### src/rtl/output_load_seq.sv
// Load sequencer behind the output buffer: walks group indices,
// captures returned words and queues them in a small FWFT FIFO.
module output_load_seq #(
    parameter int NUM_GROUPS = 32,
    parameter int FIFO_DEPTH = 4
) (
    input  logic        clk_i,
    input  logic        rst_ni,
    input  logic        start_i,
    input  logic [1:0]  load_mode_i,
    output logic        load_en_o,
    output logic [5:0]  load_cnt_o,
    output logic [1:0]  load_mode_o,
    input  logic [31:0] out_buf_i,
    output logic [31:0] rdata_o,
    output logic        rvalid_o,
    input  logic        rready_i,
    output logic        busy_o,
    output logic        done_o
);

    localparam int AW = $clog2(FIFO_DEPTH);
    localparam int CW = $clog2(NUM_GROUPS + 1);

    localparam logic [5:0]    LAST_GRP = 6'(NUM_GROUPS - 1);
    localparam logic [CW-1:0] N_GRP    = CW'(NUM_GROUPS);
    localparam logic [CW-1:0] N_ONE    = CW'(1);
    localparam logic [AW+1:0] DEPTH_X  = (AW + 2)'(FIFO_DEPTH);
    localparam logic [AW:0]   DEPTH_C  = (AW + 1)'(FIFO_DEPTH);

    typedef enum logic [1:0] {
        IDLE,
        ISSUE,
        DRAIN
    } state_e;

    state_e state_q;
    state_e state_d;

    logic [1:0]    mode_q;
    logic [5:0]    icnt_q;
    logic [5:0]    cnt_q;
    logic [CW-1:0] acnt_q;
    logic          pend_q;

    logic [31:0]   mem_q [FIFO_DEPTH];
    logic [AW-1:0] wptr_q;
    logic [AW-1:0] rptr_q;
    logic [AW:0]   fcnt_q;

    logic          mode1;
    logic          start_ok;
    logic          space;
    logic          issue;
    logic          last_issue;
    logic          all_acc;
    logic          push;
    logic          pop;
    logic          full;
    logic [AW+1:0] occ;
    logic [5:0]    last_idx;
    logic [CW-1:0] n_words;

    assign mode1    = mode_q == 2'd1;
    assign start_ok = start_i && (load_mode_i != 2'd0);
    assign last_idx = mode1 ? 6'd0 : LAST_GRP;
    assign n_words  = mode1 ? N_ONE : N_GRP;

    // Words already queued plus the one still in flight from the buffer.
    assign occ   = {1'b0, fcnt_q} + {{(AW + 1){1'b0}}, pend_q};
    assign space = occ < DEPTH_X;

    assign issue      = (state_q == ISSUE) && space;
    assign last_issue = issue && (icnt_q == last_idx);
    assign all_acc    = acnt_q == n_words;

    // Mode 1 data is valid alongside the strobe; group modes lag one cycle.
    assign push = mode1 ? issue : pend_q;
    assign pop  = rvalid_o && rready_i;
    assign full = fcnt_q == DEPTH_C;

    assign rvalid_o    = fcnt_q != '0;
    assign rdata_o     = rvalid_o ? mem_q[rptr_q] : 32'd0;
    assign load_mode_o = mode_q;
    assign load_cnt_o  = issue ? icnt_q : cnt_q;

    // State register.
    always_ff @(posedge clk_i or negedge rst_ni) begin
        if (!rst_ni) begin
            state_q <= IDLE;
        end else begin
            state_q <= state_d;
        end
    end

    // Next-state logic.
    always_comb begin
        state_d = state_q;
        unique case (state_q)
            IDLE: begin
                if (start_ok) begin
                    state_d = ISSUE;
                end
            end
            ISSUE: begin
                if (last_issue) begin
                    state_d = DRAIN;
                end
            end
            DRAIN: begin
                if (all_acc) begin
                    state_d = IDLE;
                end
            end
            default: begin
                state_d = IDLE;
            end
        endcase
    end

    // Outputs decoded from the current state.
    always_comb begin
        load_en_o = 1'b0;
        busy_o    = 1'b0;
        done_o    = 1'b0;
        unique case (state_q)
            IDLE: begin
                busy_o = 1'b0;
            end
            ISSUE: begin
                busy_o    = 1'b1;
                load_en_o = space;
            end
            DRAIN: begin
                busy_o = 1'b1;
                done_o = all_acc;
            end
            default: begin
                busy_o = 1'b0;
            end
        endcase
    end

    // Mode latch plus issue and accept counters for the running sequence.
    always_ff @(posedge clk_i or negedge rst_ni) begin
        if (!rst_ni) begin
            mode_q <= 2'd0;
            icnt_q <= 6'd0;
            acnt_q <= '0;
        end else if ((state_q == IDLE) && start_ok) begin
            mode_q <= load_mode_i;
            icnt_q <= 6'd0;
            acnt_q <= '0;
        end else begin
            if (issue) begin
                icnt_q <= icnt_q + 6'd1;
            end
            if (pop && (state_q != IDLE)) begin
                acnt_q <= acnt_q + 1'b1;
            end
        end
    end

    // Last issued index and the one-cycle in-flight flag.
    always_ff @(posedge clk_i or negedge rst_ni) begin
        if (!rst_ni) begin
            cnt_q  <= 6'd0;
            pend_q <= 1'b0;
        end else begin
            if (issue) begin
                cnt_q <= icnt_q;
            end
            pend_q <= issue && !mode1;
        end
    end

    // FIFO pointers and occupancy.
    always_ff @(posedge clk_i or negedge rst_ni) begin
        if (!rst_ni) begin
            wptr_q <= '0;
            rptr_q <= '0;
            fcnt_q <= '0;
        end else begin
            if (push) begin
                wptr_q <= wptr_q + 1'b1;
            end
            if (pop) begin
                rptr_q <= rptr_q + 1'b1;
            end
            if (push && !pop) begin
                fcnt_q <= fcnt_q + 1'b1;
            end else if (!push && pop) begin
                fcnt_q <= fcnt_q - 1'b1;
            end
        end
    end

    // FIFO storage.
    always_ff @(posedge clk_i or negedge rst_ni) begin
        if (!rst_ni) begin
            for (int i = 0; i < FIFO_DEPTH; i++) begin
                mem_q[i] <= 32'd0;
            end
        end else if (push) begin
            mem_q[wptr_q] <= out_buf_i;
        end
    end

    // Issue gating must keep the FIFO from ever being written while full.
    push_when_full_a : assert property (
        @(posedge clk_i) disable iff (!rst_ni) !(push && full)
    );

endmodule

### config.mk
export PLATFORM = sky130hd
export DESIGN_NAME = output_load_seq
export DESIGN_NICKNAME = d
export VERILOG_FILES = /design/src/rtl/output_load_seq.sv
export SDC_FILE = /design/constraint.sdc
export NUM_CORES = 1
export LEC_CHECK = 0
export CAP_MARGIN = 10
export CORE_MARGIN = 1.5
export CORE_UTILIZATION = 55
export DETAILED_ROUTE_END_ITERATION = 10
export GPL_ROUTABILITY_DRIVEN = 0
export HOLD_SLACK_MARGIN = 0.1
export PLACE_DENSITY = 0.9
export SLEW_MARGIN = 20
export SYNTH_ARGS = -nofsm -noshare
export SYNTH_HDL_FRONTEND = slang
export SYNTH_SLANG_ARGS = --single-unit
### constraint.sdc
create_clock -name clk_i -period 6.7 [get_ports clk_i]
set_input_delay 1.34 -clock clk_i [delete_from_list [all_inputs] [get_ports clk_i]]
set_output_delay 1.34 -clock clk_i [all_outputs]
set_load 0.05 [all_outputs]
==> metrics, run 1 <==
status=complete, no violations; Yosys warnings=0; First DRT Iteration DRCs=229; critical path launch point type=register; hpwl dp=9.727 mm; period utilization=0.6430; Congestion Overflow GR=0; largest net degree at the start of global routing=120; die height=122.9 um; area of the core=~0.014 mm2; max cap viols=0; row cnt=43; via density per instance=5.652; Min-Delay Path Class=reg -> reg; Syn Std Cell Area=0.007913 mm2; top_reg_cell synth=dfrtp_1; Synthesized Nets=roughly 550; Root Buffer=clkbuf_16; Synth top cells by count=158 x dfrtp_1, 120 x mux2_4, 34 x nand2_1, 32 x and2_1, 32 x mux4_2; vias in the first global route=roughly 4900; CTS Buffer Depth=2; post-CTS sizing=0; DRT Pass-1 Iters=5; Tmin final=4.308 ns; worst path required time=~5.4 ns; Critical Path, Cell by Cell=buf_4 -> mux4_2 -> and2_1 -> clkdlybuf4s50_1; Num Clock Sinks=158; final wirelength=~16 mm; post-route setup TNS=0 ns; Rel. slew slack=0.3773; drc violations=0; final setup violation count=0; RSZ-0062 raised after global routing=no; Initial Utilization=0.5657; Post-CTS Setup Repair Bufs=0; Pins Over Slew Limit=0; worst-skew pair later-pin latency=0.42 ns; CP max stage cell=clkdlybuf4s50_1; post-synthesis sequential area ratio=0.4997; CTS tree=yes; DIE WIDTH=122.9 um; final hold violations=0; Fmax achieved=0.2321 GHz; layout cells sized above 1=0.3564; Async SR Flop Fraction=1.000; DR vias=4363; top-level port count=82; clk slew on worst S/H paths=~0.060 ns; top-count cell post-synth=dfrtp_1; #FFs+latches synth=158; WP data arrival=between 2 and 3 ns; fin nets=628; number of flops mapped to enable cells by yosys=0; global-route wire length before repair=26.03 mm; Area contributors post-synth=dfrtp_1 50%, mux2_4 23%, mux4_2 9.1%; Yosys top cell area share=0.4997; Ant. Diodes=0; initial antenna violation count=0; CTS buffer count=17; Placed Area=0.008675 mm2; count of cell types in the netlist=37; Final ANT Viol Nets=0; count of input and output buffers=81; H-tree depth=4; syn_area_per_cell=15.73 um2; count of hold-fix buffers inserted at cts=0; Worst Skew=0.01143 ns; post-DR wirelength/cell=20.39 um; Worst setup EP type=output port; Max stage delay on crit path=0.70 ns; CP max FO=28; area leader, netlist=dfrtp_1; Least-Margin Pin Slew=0.9341 ns; design area=0.009255 mm2; WS Path Type=reg -> out; die area=0.01512 mm2; Cells after Synth=503; area delta synth->final=16.97%; GRT Total Usage=0.2308
stage by stage:
stage                     utilization  hold WS, ns  std cells  setup slack (ns)
final                          0.6616       0.4767        772             2.392
after detailed placement       0.6201       0.4621        740             2.808
after CTS                      0.6614       0.4778        772             2.330
after global placement         0.6201       0.4564        740             2.849
after global routing           0.6616       0.5155        772             2.220
after floorplan                     -       0.4712        503             3.322
registers in the layout (all words and copies together) (netlist names):
name         count
rptr_q           2
state_q          2
load_mode_o      2
pend_q           1
cnt_q            6
acnt_q           6
mem_q          128
icnt_q           6
wptr_q           2
fcnt_q           3
cells by family (layout without fill, tap and decap cells):
family,after synthesis,in the layout,synth area share
AO/OA/AOI/OAI,10,10,0.007908
adder cells (fa/ha/maj),11,11,0.01834
multiplexers,166,166,0.3397
AND/OR/NAND/NOR,106,106,0.07179
buffers and inverters,39,128,0.04823
flip-flops,158,158,0.4997
XOR/XNOR,13,13,0.01439
routing by layer:
metal | wire length (um) | part of all wire | global-route usage | up-vias
met5 | 0 | 0 | 0 | -
met4 | 187 | 0.012 | 0.07340 | 0
met3 | 682 | 0.043 | 0.05489 | 18
met2 | 7846 | 0.50 | 0.3778 | 125
met1 | 7022 | 0.45 | 0.3064 | 2300
li1 | - | - | - | 1920
cell usage in the layout, fill, tap and decap left out, types with 2 or more instances in the layout:
cell type,synthesis,layout
mux2i_1,3,3
inv_1,8,8
clkbuf_1,10,2
nor2_1,13,13
clkdlybuf4s50_1,0,80
mux2_4,120,120
nand3_1,4,4
xnor2_1,5,5
buf_4,0,6
nand2_1,34,34
xor2_1,8,8
mux4_2,32,32
mux2_2,10,10
clkinvlp_4,0,3
and3_1,3,3
nor2b_4,0,4
clkbuf_16,0,17
nand4_1,5,5
bufinv_16,0,2
clkinv_2,0,5
dfrtp_2,0,2
o21ai_0,4,4
clkbuf_8,0,3
ha_1,10,10
a21oi_1,2,2
nand2b_1,4,4
dfrtp_1,158,156
and2_1,32,32
critical path, delay by kind of cell, from the launching register on:
kind          cells  cell delay (ns)
flops             1             0.50
simple gates      1             0.18
buf+inv           2             1.25
mux               1             0.59
final cells by class:
type / instances / area (um2)
Clock buffer: 21 / 460.4
Inverter: 9 / 38.79
Sequential cell: 158 / 3956
Multi-Input combinational cell: 306 / 3598
Tap cell: 180 / 225.2
Timing Repair Buffer: 87 / 859.6
Fill cell: 1013 / 4733
Clock inverter: 11 / 116.4
worst paths after layout:
path                                to  cells past startpoint  slack, ns       start
min in group asynchronous   mem_q[104]                      1       1.06      rst_ni
min reg2reg                   cnt_q[4]                      2       0.48    cnt_q[4]
max reg2reg                  mem_q[50]                      8       3.79  state_q[1]
max                        rdata_o[10]                      4       2.39   rptr_q[0]
min                           cnt_q[4]                      2       0.48    cnt_q[4]
max in group asynchronous    rptr_q[1]                      2       4.52      rst_ni
Power of run 1 is left out: the tool's default activity adds up to more than one toggle a clock period on the data nets, which glitch-free logic cannot reach.
==> run 2: changes to the inputs <==
==> constraint.sdc (replaced) <==
create_clock -name clk_i -period 4.39 [get_ports clk_i]
set_input_delay 0.878 -clock clk_i [delete_from_list [all_inputs] [get_ports clk_i]]
set_output_delay 0.878 -clock clk_i [all_outputs]
set_load 0.05 [all_outputs]
==> run 2 against run 1 <==
- critical path depth fell by 1
- cell count increased by 0.39%
- non-clock buffer count is 4 higher
- critical path type unchanged
- utilization rose by 0.66 points
- first-iteration DRC count shrank 29%
- routed wire length about the same
==> metrics, run 2 (synthesis results as in run 1) <==
post-CTS sizing=0 (unchanged); Worst Skew=0.006258 ns (was 0.01143 ns); R2R cell count=8 (unchanged); hold path cells=2 (unchanged); initial antenna violation count=0 (unchanged); r2r endpoint=mem_q[88] (was mem_q[50]); worst-skew pair later-pin latency=0.43 ns (was 0.42 ns); critical path launch point type=register (unchanged); Initial Utilization=0.5657 (unchanged); GRT Total Usage=0.2279 (was 0.2308); multi-input logic area=0.003598 mm2 (unchanged); Root Buffer=clkbuf_16 (unchanged); final hold violations=0 (unchanged); First DRT Iteration DRCs=162 (was 229); largest net degree at the start of global routing=81 (was 120); via density per instance=5.630 (was 5.652); final setup violation count=0 (unchanged); Layout fillers=957 (was 1013); Worst setup EP type=output port (unchanged); Reg2Reg Setup Slack=1.49 ns (was 3.79 ns); clk slew on worst S/H paths=0.06 ns (about the same); final wirelength=15.75 mm (was 15.74 mm); count of hold-fix buffers inserted at cts=0 (unchanged); area delta synth->final=18.14% (was 16.97%); RSZ-0062 raised after global routing=no (unchanged); Tmin final=between 3 and 4 ns; Post-CTS Setup Repair Bufs=0 (unchanged); top-level port count=82 (unchanged); row cnt=43 (unchanged); DRT Pass-1 Iters=4 (was 5); Fmax achieved=0.2790 GHz; vias in the first global route=4852 (was 4939); Critical R2R Launch=state_q[1] (unchanged); Pins Over Slew Limit=0 (unchanged); Ant. Diodes=0 (unchanged); Final Worst Setup Slack=0.8060 ns (was 2.392 ns); max cap viols=0 (unchanged); design area=0.009348 mm2 (was 0.009255 mm2); Rel. slew slack=0.4002 (was 0.3773); area of the core=0.01399 mm2 (unchanged); CTS tree=yes (unchanged); period utilization=0.8164; WS Path Type=reg -> out (unchanged); Final ANT Viol Nets=0 (unchanged); most common cell after layout, fill and taps aside=dfrtp_1 (unchanged); Num Clock Sinks=158 (unchanged); WP data arrival=2.71 ns (was 2.97 ns); fin nets=632 (was 628); DIE WIDTH=122.9 um (unchanged); Min-Delay Path Class=reg -> reg (unchanged); global-route wire length before repair=25.88 mm (was 26.03 mm); Least-Margin Pin Slew=0.8997 ns (was 0.9341 ns); drc violations=0 (unchanged); CTS Buffer Depth=2 (unchanged); CP max FO=33 (was 28); Storage cell area=0.003956 mm2 (unchanged); status=complete, no violations (unchanged); worst path required time=3.51 ns (was 5.36 ns); layout cells sized above 1=0.3597 (was 0.3564); Setup Slack @ Placement=1.036 ns (was 2.808 ns); post-route setup TNS=0 ns (unchanged); max reg flops=128 (unchanged); H-tree depth=4 (unchanged); Placed Area=0.008717 mm2 (was 0.008675 mm2); Congestion Overflow GR=0 (unchanged); hpwl dp=9.964 mm (was 9.727 mm); commonest non-fill, non-tap cells in the layout=156 x dfrtp_1, 120 x mux2_4, 80 x clkdlybuf4s50_1, 34 x nand2_1 (unchanged); count of input and output buffers=81 (unchanged); post-DR wirelength/cell=20.32 um (was 20.39 um); die height=122.9 um (unchanged); die area=0.01512 mm2 (unchanged); Min-Delay Endpoint=cnt_q[0] (was cnt_q[4]); final core utilization=0.6682 (was 0.6616); most flop-heavy register=mem_q (unchanged); CTS buffer count=17 (unchanged); HP Start=cnt_q[0] (was cnt_q[4]); DR vias=4363 (unchanged)
==> run 2: how the worst max path moves through the flow <==
stage | from | end | cells past startpoint
4_1_cts | fcnt_q[0] | rdata_o[14] | 3
5_1_grt | rptr_q[0] | rdata_o[17] | 4
2_1_floorplan | state_q[1] | load_cnt_o[0] | 7
3_3_place_gp | fcnt_q[0] | rdata_o[5] | 3
3_5_place_dp | fcnt_q[0] | rdata_o[25] | 3
6_report | rptr_q[1] | rdata_o[17] | 3
==> run 2: layout make-up <==
cell class | instances | area share
sequential | 158 | 0.4232
multi-input combinational | 306 | 0.3850
timing repair buffer | 91 | 0.09624
clock buffer | 26 | 0.05662
tap | 180 | 0.02409
clock inverter | 5 | 0.01071
inverter | 9 | 0.004149
==> run 2: critical path, cell delays in order (launching register included) <==
cell and delay (ns):
dfrtp_2 0.96, mux4_2 0.38, and2_1 0.14, clkdlybuf4s50_1 0.80
==> run 2: through the flow <==
| stage | hold WS [ns] | std cells |
|---|---|---|
| 3_3_place_gp | 0.4553 | 744 |
| 4_1_cts | 0.4772 | 775 |
| 5_1_grt | 0.5104 | 775 |
| 6_report | 0.4731 | 775 |
| 2_1_floorplan | 0.4712 | 503 |
| 3_5_place_dp | 0.4625 | 744 |
==> run 2: metal layers <==
metal | GRT usage | vias to the layer above | wire length (um)
li1 | - | 1945 | -
met1 | 0.3073 | 2284 | 7159
met2 | 0.3674 | 110 | 7653
met3 | 0.05397 | 24 | 695
met4 | 0.07340 | 0 | 238
met5 | 0 | - | 0
Power of run 2 is left out for the same reason.
==> run 3: changes to the inputs <==
==> constraint.sdc (replaced) <==
create_clock -name clk_i -period 3.6 [get_ports clk_i]
set_input_delay 0.72 -clock clk_i [delete_from_list [all_inputs] [get_ports clk_i]]
set_output_delay 0.72 -clock clk_i [all_outputs]
set_load 0.05 [all_outputs]
==> run 3 against run 2 <==
- clock-buffer cell count is 6 lower
- cell area rose by 0.47%
- sequential share of layout area is 0.20 points lower
- register-to-register slack worse by 0.54 ns
- largest cell class unchanged
- highest routed layer unchanged
- critical path depth increased by 1
- utilization grew 0.31 points
- critical path type unchanged
==> metrics, run 3 (synthesis results as in run 1) <==
Crit. Startpoint=rptr_q[0] (was rptr_q[1]); Worst setup EP type=output port (unchanged); row cnt=43 (unchanged); Num Clock Sinks=158 (unchanged); Tmin final=3.365 ns; die height=122.9 um (unchanged); top-level port count=82 (unchanged); via density per instance=5.602 (was 5.630); max reg flops=128 (unchanged); Min-Delay Path Class=in -> async (was reg -> reg); layout cells sized above 1=0.3629 (was 0.3597); fin nets=634 (was 632); status=complete, no violations (unchanged); clk slew on worst S/H paths=0.06 ns (about the same); Post-CTS Setup Repair Bufs=0 (unchanged); final hold violations=0 (unchanged); vias in the first global route=4717 (was 4852); count of input and output buffers=81 (unchanged); most flop-heavy register=mem_q (unchanged); commonest non-fill, non-tap cells in the layout=156 x dfrtp_1, 120 x mux2_4, 80 x clkdlybuf4s50_1, 34 x nand2_1 (unchanged); Final ANT Viol Nets=0 (unchanged); final wirelength=15.35 mm (was 15.75 mm); CTS buffer count=17 (unchanged); grt met3 use=0.04982 (was 0.05397); drc violations=0 (unchanged); GRT met2 Usage=0.3455 (was 0.3674); WS Path Type=reg -> out (unchanged); largest net degree at the start of global routing=63 (was 81); Reg2Reg Setup Slack=0.95 ns (was 1.49 ns); Layout fillers=979 (was 957); area of the core=0.01399 mm2 (unchanged); global-route wire length before repair=24.96 mm (was 25.88 mm); RSZ-0062 raised after global routing=no (unchanged); final setup violation count=0 (unchanged); Worst Skew=0.006675 ns (was 0.006258 ns); Fmax achieved=0.2972 GHz; Least-Margin Pin Slew=0.6899 ns (was 0.8997 ns); DIE WIDTH=122.9 um (unchanged); DRT Pass-1 Iters=6 (was 4); Initial Utilization=0.5657 (unchanged); DR vias=4358 (was 4363); post-DR wirelength/cell=19.73 um (was 20.32 um); critical path launch point type=register (unchanged); Rel. slew slack=0.5384 (was 0.4002); worst-skew pair later-pin latency=0.43 ns (about the same); die area=0.01512 mm2 (unchanged); period utilization=0.9348; Pins Over Slew Limit=0 (unchanged); initial antenna violation count=0 (unchanged); hpwl dp=9.757 mm (was 9.964 mm); final core utilization=0.6714 (was 0.6682); Critical R2R Launch=state_q[1] (unchanged); busiest grt layer=met2 (unchanged); post-route setup TNS=0 ns (unchanged); most common cell after layout, fill and taps aside=dfrtp_1 (unchanged); First DRT Iteration DRCs=288 (was 162); max cap viols=0 (unchanged); met1 Usage GRT=0.3063 (was 0.3073); Congestion Overflow GR=0 (unchanged); Root Buffer=clkbuf_16 (unchanged); count of hold-fix buffers inserted at cts=0 (unchanged); WP data arrival=2.65 ns (was 2.71 ns); GRT Total Usage=0.2201 (was 0.2279); CTS Buffer Depth=2 (unchanged); H-tree depth=4 (unchanged); CP max FO=20 (was 33); worst path required time=2.88 ns (was 3.51 ns); Ant. Diodes=0 (unchanged); CTS tree=yes (unchanged); area delta synth->final=18.69% (was 18.14%); post-CTS sizing=0 (unchanged)
## run 3: changes by cell type in the layout (fill, tap and decap cells not counted)
cell / change
clkbuf_8: -5
clkinv_2: +3
bufinv_16: +2
clkinvlp_4: +2
buf_12: +1
buf_4: +1
clkbuf_1: -1
or3_1: +1
or3_2: -1
## run 3: worst max-delay path, cell delays in order, from the launching register on
cell,delay [ns]
dfrtp_2,0.54
buf_12,0.25
mux4_2,0.54
and2_1,0.18
clkdlybuf4s50_1,0.69
## run 3: layout make-up
class / instances / area (um2) / share of cell area
clock buffer: 20 / 456.7 / 0.04863
clock inverter: 12 / 190.2 / 0.02025
inverter: 9 / 38.79 / 0.004130
multi-input combinational: 306 / 3597 / 0.3830
sequential: 158 / 3956 / 0.4213
tap: 180 / 225.2 / 0.02398
timing repair buffer: 93 / 927.1 / 0.09872
## run 3: per-layer routing
metal  vias up  share of wire
li1       1941              -
met2        94           0.49
met1      2304           0.46
met4         0          0.015
met5         -              0
met3        19          0.036
## run 3: through the flow
stage	area [um2]	hold slack, ns	setup slack, ns	instances
after floorplan	7913	0.4244	0.8420	503
after global placement	8745	0.4565	0.6756	746
after detailed placement	8745	0.4671	0.6617	746
after CTS	9392	0.2601	0.1925	778
after global routing	9392	0.2855	0.07531	778
final	9392	0.2497	0.2348	778
## run 3: final timing paths
kind | endpoint | cells after the start
hold / removal | mem_q[34] | 1
max in group asynchronous | mem_q[99] | 2
setup / recovery | rdata_o[18] | 4
hold reg to reg | cnt_q[1] | 2
min in group clk_i | cnt_q[1] | 2
setup reg to reg | mem_q[119] | 8
Power of run 3 is left out for the same reason.
==> patch 1: new RTL, config.mk and constraints of run 3 <==
Change the parameter `NUM_GROUPS` from 32 to 16.
--- a/src/rtl/output_load_seq.sv
+++ b/src/rtl/output_load_seq.sv
@@ -1,7 +1,7 @@
 // Load sequencer behind the output buffer: walks group indices,
 // captures returned words and queues them in a small FWFT FIFO.
 module output_load_seq #(
-    parameter int NUM_GROUPS = 32,
+    parameter int NUM_GROUPS = 16,
     parameter int FIFO_DEPTH = 4
 ) (
     input  logic        clk_i,
Function: same outputs for any inputs over 4 cycles, from zero or initial values and one cycle with rst_ni low; that may be too few to reach the edited logic, so the function may still have changed.
==> patch 1 against run 3 <==
- sequential cell count fell by 1
- sequential share of layout area decreased by 0.20 points
- clock skew increased by 4.6 ps
- routed wire length increased by 0.80%
- critical path type unchanged
- cell area shrank 0.15%
- synthesized area down 0.49%
- via count up 0.87%
- setup slack improved by 140 ps
Power is left out: the tool's default activity adds up to more than one toggle a clock period on the data nets, which glitch-free logic cannot reach.
==> patch 1: results (changes against run 3) <==
* Vias in the first global route at 4872 (+3.3%)
* Worst Skew at 11.2 ps (+4.57 ps)
* Layout fillers at 956 (-2.3%)
* WL met3 at 589 µm (+6.3%)
* Inserted Clock Buffers at 17 (unchanged)
* Synth top cells by count: dfrtp_1 (157), mux2_4 (120), and2_1 (33)
* Post-synthesis mux area share at 0.341 (+0.00183)
* H-tree depth at 4 (unchanged)
* Via-to-Cell Ratio at 5.68 (+1.4%)
* Post-synth net total at 546 (-1.1%)
* Worst-path fanout max at 16 (-20%)
* Status: finished clean
* Remaining Overflow, GRT at 0 (unchanged)
* Seq/Total Area, Yosys at 0.499 (-0.000717)
* Largest net degree at the start of global routing at 68 (+7.9%)
* Nets at 631 (-0.47%)
* Top cells by area, synth: dfrtp_1 (50%), mux2_4 (23%), mux4_2 (9.2%)
* Worst r2r dst: mem_q[27]
* M2 GR Usage at 0.375 (+0.0295)
* Met1 Routed Length at 6840 µm (-3.0%)
* M1 GR Usage at 0.307 (+0.000571)
* Share of cells above drive strength 1 at 0.370 (+0.00749)
* First-pass GRT wire length at 26000 µm (+4.0%)
* Crit-path max cell delay at 810 ps (+120 ps)
* Compound-Gate Fraction of Synth Area at 0.00938 (+0.00147)
* Max_slew headroom at 0.517 (-0.0217)
* Netlist cell types at 38 (+2.7%)
* Hold WC Path Type: input pin to async pin
* Post-Synth Adder-Cell Area at 0.0184 (+0.0000904)
* Post-Synth XOR/XNOR Area at 0.0145 (+0.0000709)
* Wirelength, routed at 15500 µm (+0.80%)
* Total GRT Usage at 0.230 (+0.0102)
* WL met2 at 7800 µm (+3.8%)
* Crit path DAT at 2500 ps (-150 ps)
* GR met3 Demand/Resource at 0.0562 (+0.00641)
* HPWL after DPL at 9950 µm (+1.9%)
* Worst-Skew Late Latency at around 420 ps
* 1st-iter DRT viols at 256 (-11%)
==> patch 1: area by class of cell <==
cell class / instances / area share
sequential: 157 / 0.419
multi-input combinational: 302 / 0.383
timing repair buffer: 96 / 0.105
clock buffer: 24 / 0.0535
tap: 180 / 0.0240
clock inverter: 7 / 0.0117
inverter: 8 / 0.00347
==> patch 1: worst max-delay path by stage <==
stage                from       endpoint  slack (ps)  cells after the start
6_report       state_q[1]  load_cnt_o[3]         380                      7
5_1_grt        state_q[1]  load_cnt_o[3]         230                      7
4_1_cts        state_q[1]  load_cnt_o[3]         350                      7
3_5_place_dp   state_q[1]  load_cnt_o[3]         820                      7
3_3_place_gp    rptr_q[0]    rdata_o[17]         850                      4
2_1_floorplan  state_q[1]  load_cnt_o[0]         860                      7
==> patch 1: worst reg2reg max path: cells and delay by family, from the launching register on <==
kind                     cells  cell delay (ps)
AND/OR/NAND/NOR              2              760
buffers and inverters        3              630
flip-flops                   1              390
adder cells (fa/ha/maj)      1              260
multiplexers                 2              500
==> patch 1: logic make-up (layout without fill, tap and decap cells) <==
family,Yosys count,in the layout
buffers and inverters,38,135
AO/OA/AOI/OAI,12,12
AND/OR/NAND/NOR,100,100
flip-flops,157,157
XOR/XNOR,13,13
multiplexers,166,166
adder cells (fa/ha/maj),11,11
==> patch 1: through the flow <==
stage,worst slack (ps),hold slack (ps),utilization,cells,area [µm²]
after detailed placement,819,467,0.629,743,8770
after global placement,849,456,0.629,743,8770
after global routing,233,323,0.673,774,9380
after CTS,348,303,0.673,774,9380
final,379,276,0.673,774,9380
after floorplan,859,424,-,497,7870
==> patch 2: new RTL, settings of run 3 <==
Without the edit above. Reset style: synchronous (`rst_ni`), changed in 5 clocked blocks.
--- a/src/rtl/output_load_seq.sv
+++ b/src/rtl/output_load_seq.sv
@@ -85,7 +85,7 @@
     assign load_cnt_o  = issue ? icnt_q : cnt_q;
 
     // State register.
-    always_ff @(posedge clk_i or negedge rst_ni) begin
+    always_ff @(posedge clk_i) begin
         if (!rst_ni) begin
             state_q <= IDLE;
         end else begin
@@ -142,7 +142,7 @@
     end
 
     // Mode latch plus issue and accept counters for the running sequence.
-    always_ff @(posedge clk_i or negedge rst_ni) begin
+    always_ff @(posedge clk_i) begin
         if (!rst_ni) begin
             mode_q <= 2'd0;
             icnt_q <= 6'd0;
@@ -162,7 +162,7 @@
     end
 
     // Last issued index and the one-cycle in-flight flag.
-    always_ff @(posedge clk_i or negedge rst_ni) begin
+    always_ff @(posedge clk_i) begin
         if (!rst_ni) begin
             cnt_q  <= 6'd0;
             pend_q <= 1'b0;
@@ -175,7 +175,7 @@
     end
 
     // FIFO pointers and occupancy.
-    always_ff @(posedge clk_i or negedge rst_ni) begin
+    always_ff @(posedge clk_i) begin
         if (!rst_ni) begin
             wptr_q <= '0;
             rptr_q <= '0;
@@ -196,7 +196,7 @@
     end
 
     // FIFO storage.
-    always_ff @(posedge clk_i or negedge rst_ni) begin
+    always_ff @(posedge clk_i) begin
         if (!rst_ni) begin
             for (int i = 0; i < FIFO_DEPTH; i++) begin
                 mem_q[i] <= 32'd0;
Check against the original RTL: differs if rst_ni is asserted again (counterexample within 4 cycles, from zero or initial values and one cycle with rst_ni low); with rst_ni held inactive, the same outputs for 4 cycles.
==> patch 2 against run 3 <==
- maximum frequency increased by 1.6%
- routed wire length shrank 4.0%
- global-route usage is 0.56 points higher
- worst hold slack better by 230 ps
- sequential share of layout area increased by 8.9 points
- register-to-register slack improved by 330 ps
- sequential cell count rose by 2
- synthesized area down 8.4%
- clock skew fell by 1.2 ps
- cell area down 6.5%
- cell count is 1.7% higher
- setup slack better by 52 ps
- largest cell class unchanged
- highest routed layer unchanged
==> patch 2: results (changes against run 3) <==
* CP endpoint: rdata_o[11]
* Layout fillers at 877 (-10%)
* Post-synth EDFFs at 128 (+128)
* Worst-path fanout max at 27 (+35%)
* Router iterations before antenna repair at 4 (-2)
* Synth top cells by count: edfxtp_1 (128), and2_1 (101), and3_1 (64)
* Status: finished clean
* Syn avg cell area at 13.7 µm² (-13%)
* Synth Flop Type: edfxtp_1
* Worst Skew at 5.43 ps (-1.25 ps)
* Hold WC Path Type: register to register
* WHS at 482 ps (+232 ps)
* Post-Place Worst Slack at 705 ps (+43.3 ps)
* FFs w/ async S/R, synth at 0 (-1.00)
* Top cells by area, synth: edfxtp_1 (53%), mux4_2 (9.9%), dfxtp_1 (8.8%)
* Placed cell areas at 8220 µm² (-6.0%)
* PortBufs at 81 (unchanged)
* Share of cells above drive strength 1 at 0.129 (-0.234)
* Vias in the first global route at 4763 (+0.98%)
* Via count at 4503 (+3.3%)
* FF-to-FF setup slack at 1280 ps (+330 ps)
* Netlist cell types at 41 (+11%)
* First-pass GRT wire length at 23900 µm (-4.1%)
* Worst r2r src: fcnt_q[1]
* Drt wl/cell at 18.6 µm (-5.6%)
* Final Critical Period at 3310 ps (-52.5 ps)
* Total GRT Usage at 0.226 (+0.00561)
* Seq/Total Area, Yosys at 0.619 (+0.119)
* Post-Route Utilization at 0.691 (+0.0191)
* Worst-Skew Late Latency at 420 ps
* Crit path DAT at 2590 ps (-60 ps)
* Worst r2r dst: mem_q[1][3]
* PostCTS Resize Cnt at 0 (unchanged)
* Placed Instances at 759 (+1.7%)
* Wirelength, routed at 14700 µm (-4.0%)
* Worst Max-Slew Pin Slew at 927 ps (+237 ps)
* Nets at 651 (+2.7%)
* 1st-iter DRT viols at 337 (+17%)
* Post-synth net total at 576 (+4.3%)
-- patch 2: cell count changes after synthesis, moves of 6 or more --
cell	delta
mux2_4	-120
dfrtp_1	-158
mux2_2	-10
dfxtp_1	+32
a21oi_1	+6
nor2_1	+6
and2_1	+69
edfxtp_1	+128
buf_12	-12
and3_1	+61
clkbuf_1	+12
-- patch 2: final cells by class --
| cell class | count | share of cell area |
|---|---|---|
| Sequential cell | 160 | 0.511 |
| Multi-Input combinational cell | 330 | 0.296 |
| Timing Repair Buffer | 91 | 0.102 |
| Clock buffer | 22 | 0.0506 |
| Tap cell | 172 | 0.0245 |
| Clock inverter | 10 | 0.0134 |
| Inverter | 6 | 0.00256 |
-- patch 2: layer usage --
layer / global-route usage / share of wire / vias to the layer above / routed length [µm]
met3: 0.0615 / 0.059 / 22 / 864
met2: 0.394 / 0.52 / 141 / 7720
li1: - / - / 2079 / -
met1: 0.265 / 0.40 / 2261 / 5890
met5: 0 / 0 / - / 0
met4: 0.0907 / 0.018 / 0 / 264
-- patch 2: cells by family after synthesis --
family	synth area share
AND/OR/NAND/NOR	0.201
flip-flops	0.619
buffers and inverters	0.0259
multiplexers	0.104
AO/OA/AOI/OAI	0.0205
XOR/XNOR	0.0169
adder cells (fa/ha/maj)	0.0131
-- patch 2: power by group through the flow --
| stage | registers, mW | clock network [mW] | logic, mW |
|---|---|---|---|
| 6_report | 2.28 | 1.73 | 2.06 |
| 5_1_grt | 2.30 | 1.82 | 2.19 |
| 4_1_cts | 2.29 | 1.74 | 2.07 |
| 3_5_place_dp | 2.32 | 0 | 2.07 |
| 3_3_place_gp | 2.31 | 0 | 2.03 |
| 2_1_floorplan | 2.28 | 0 | 1.46 |
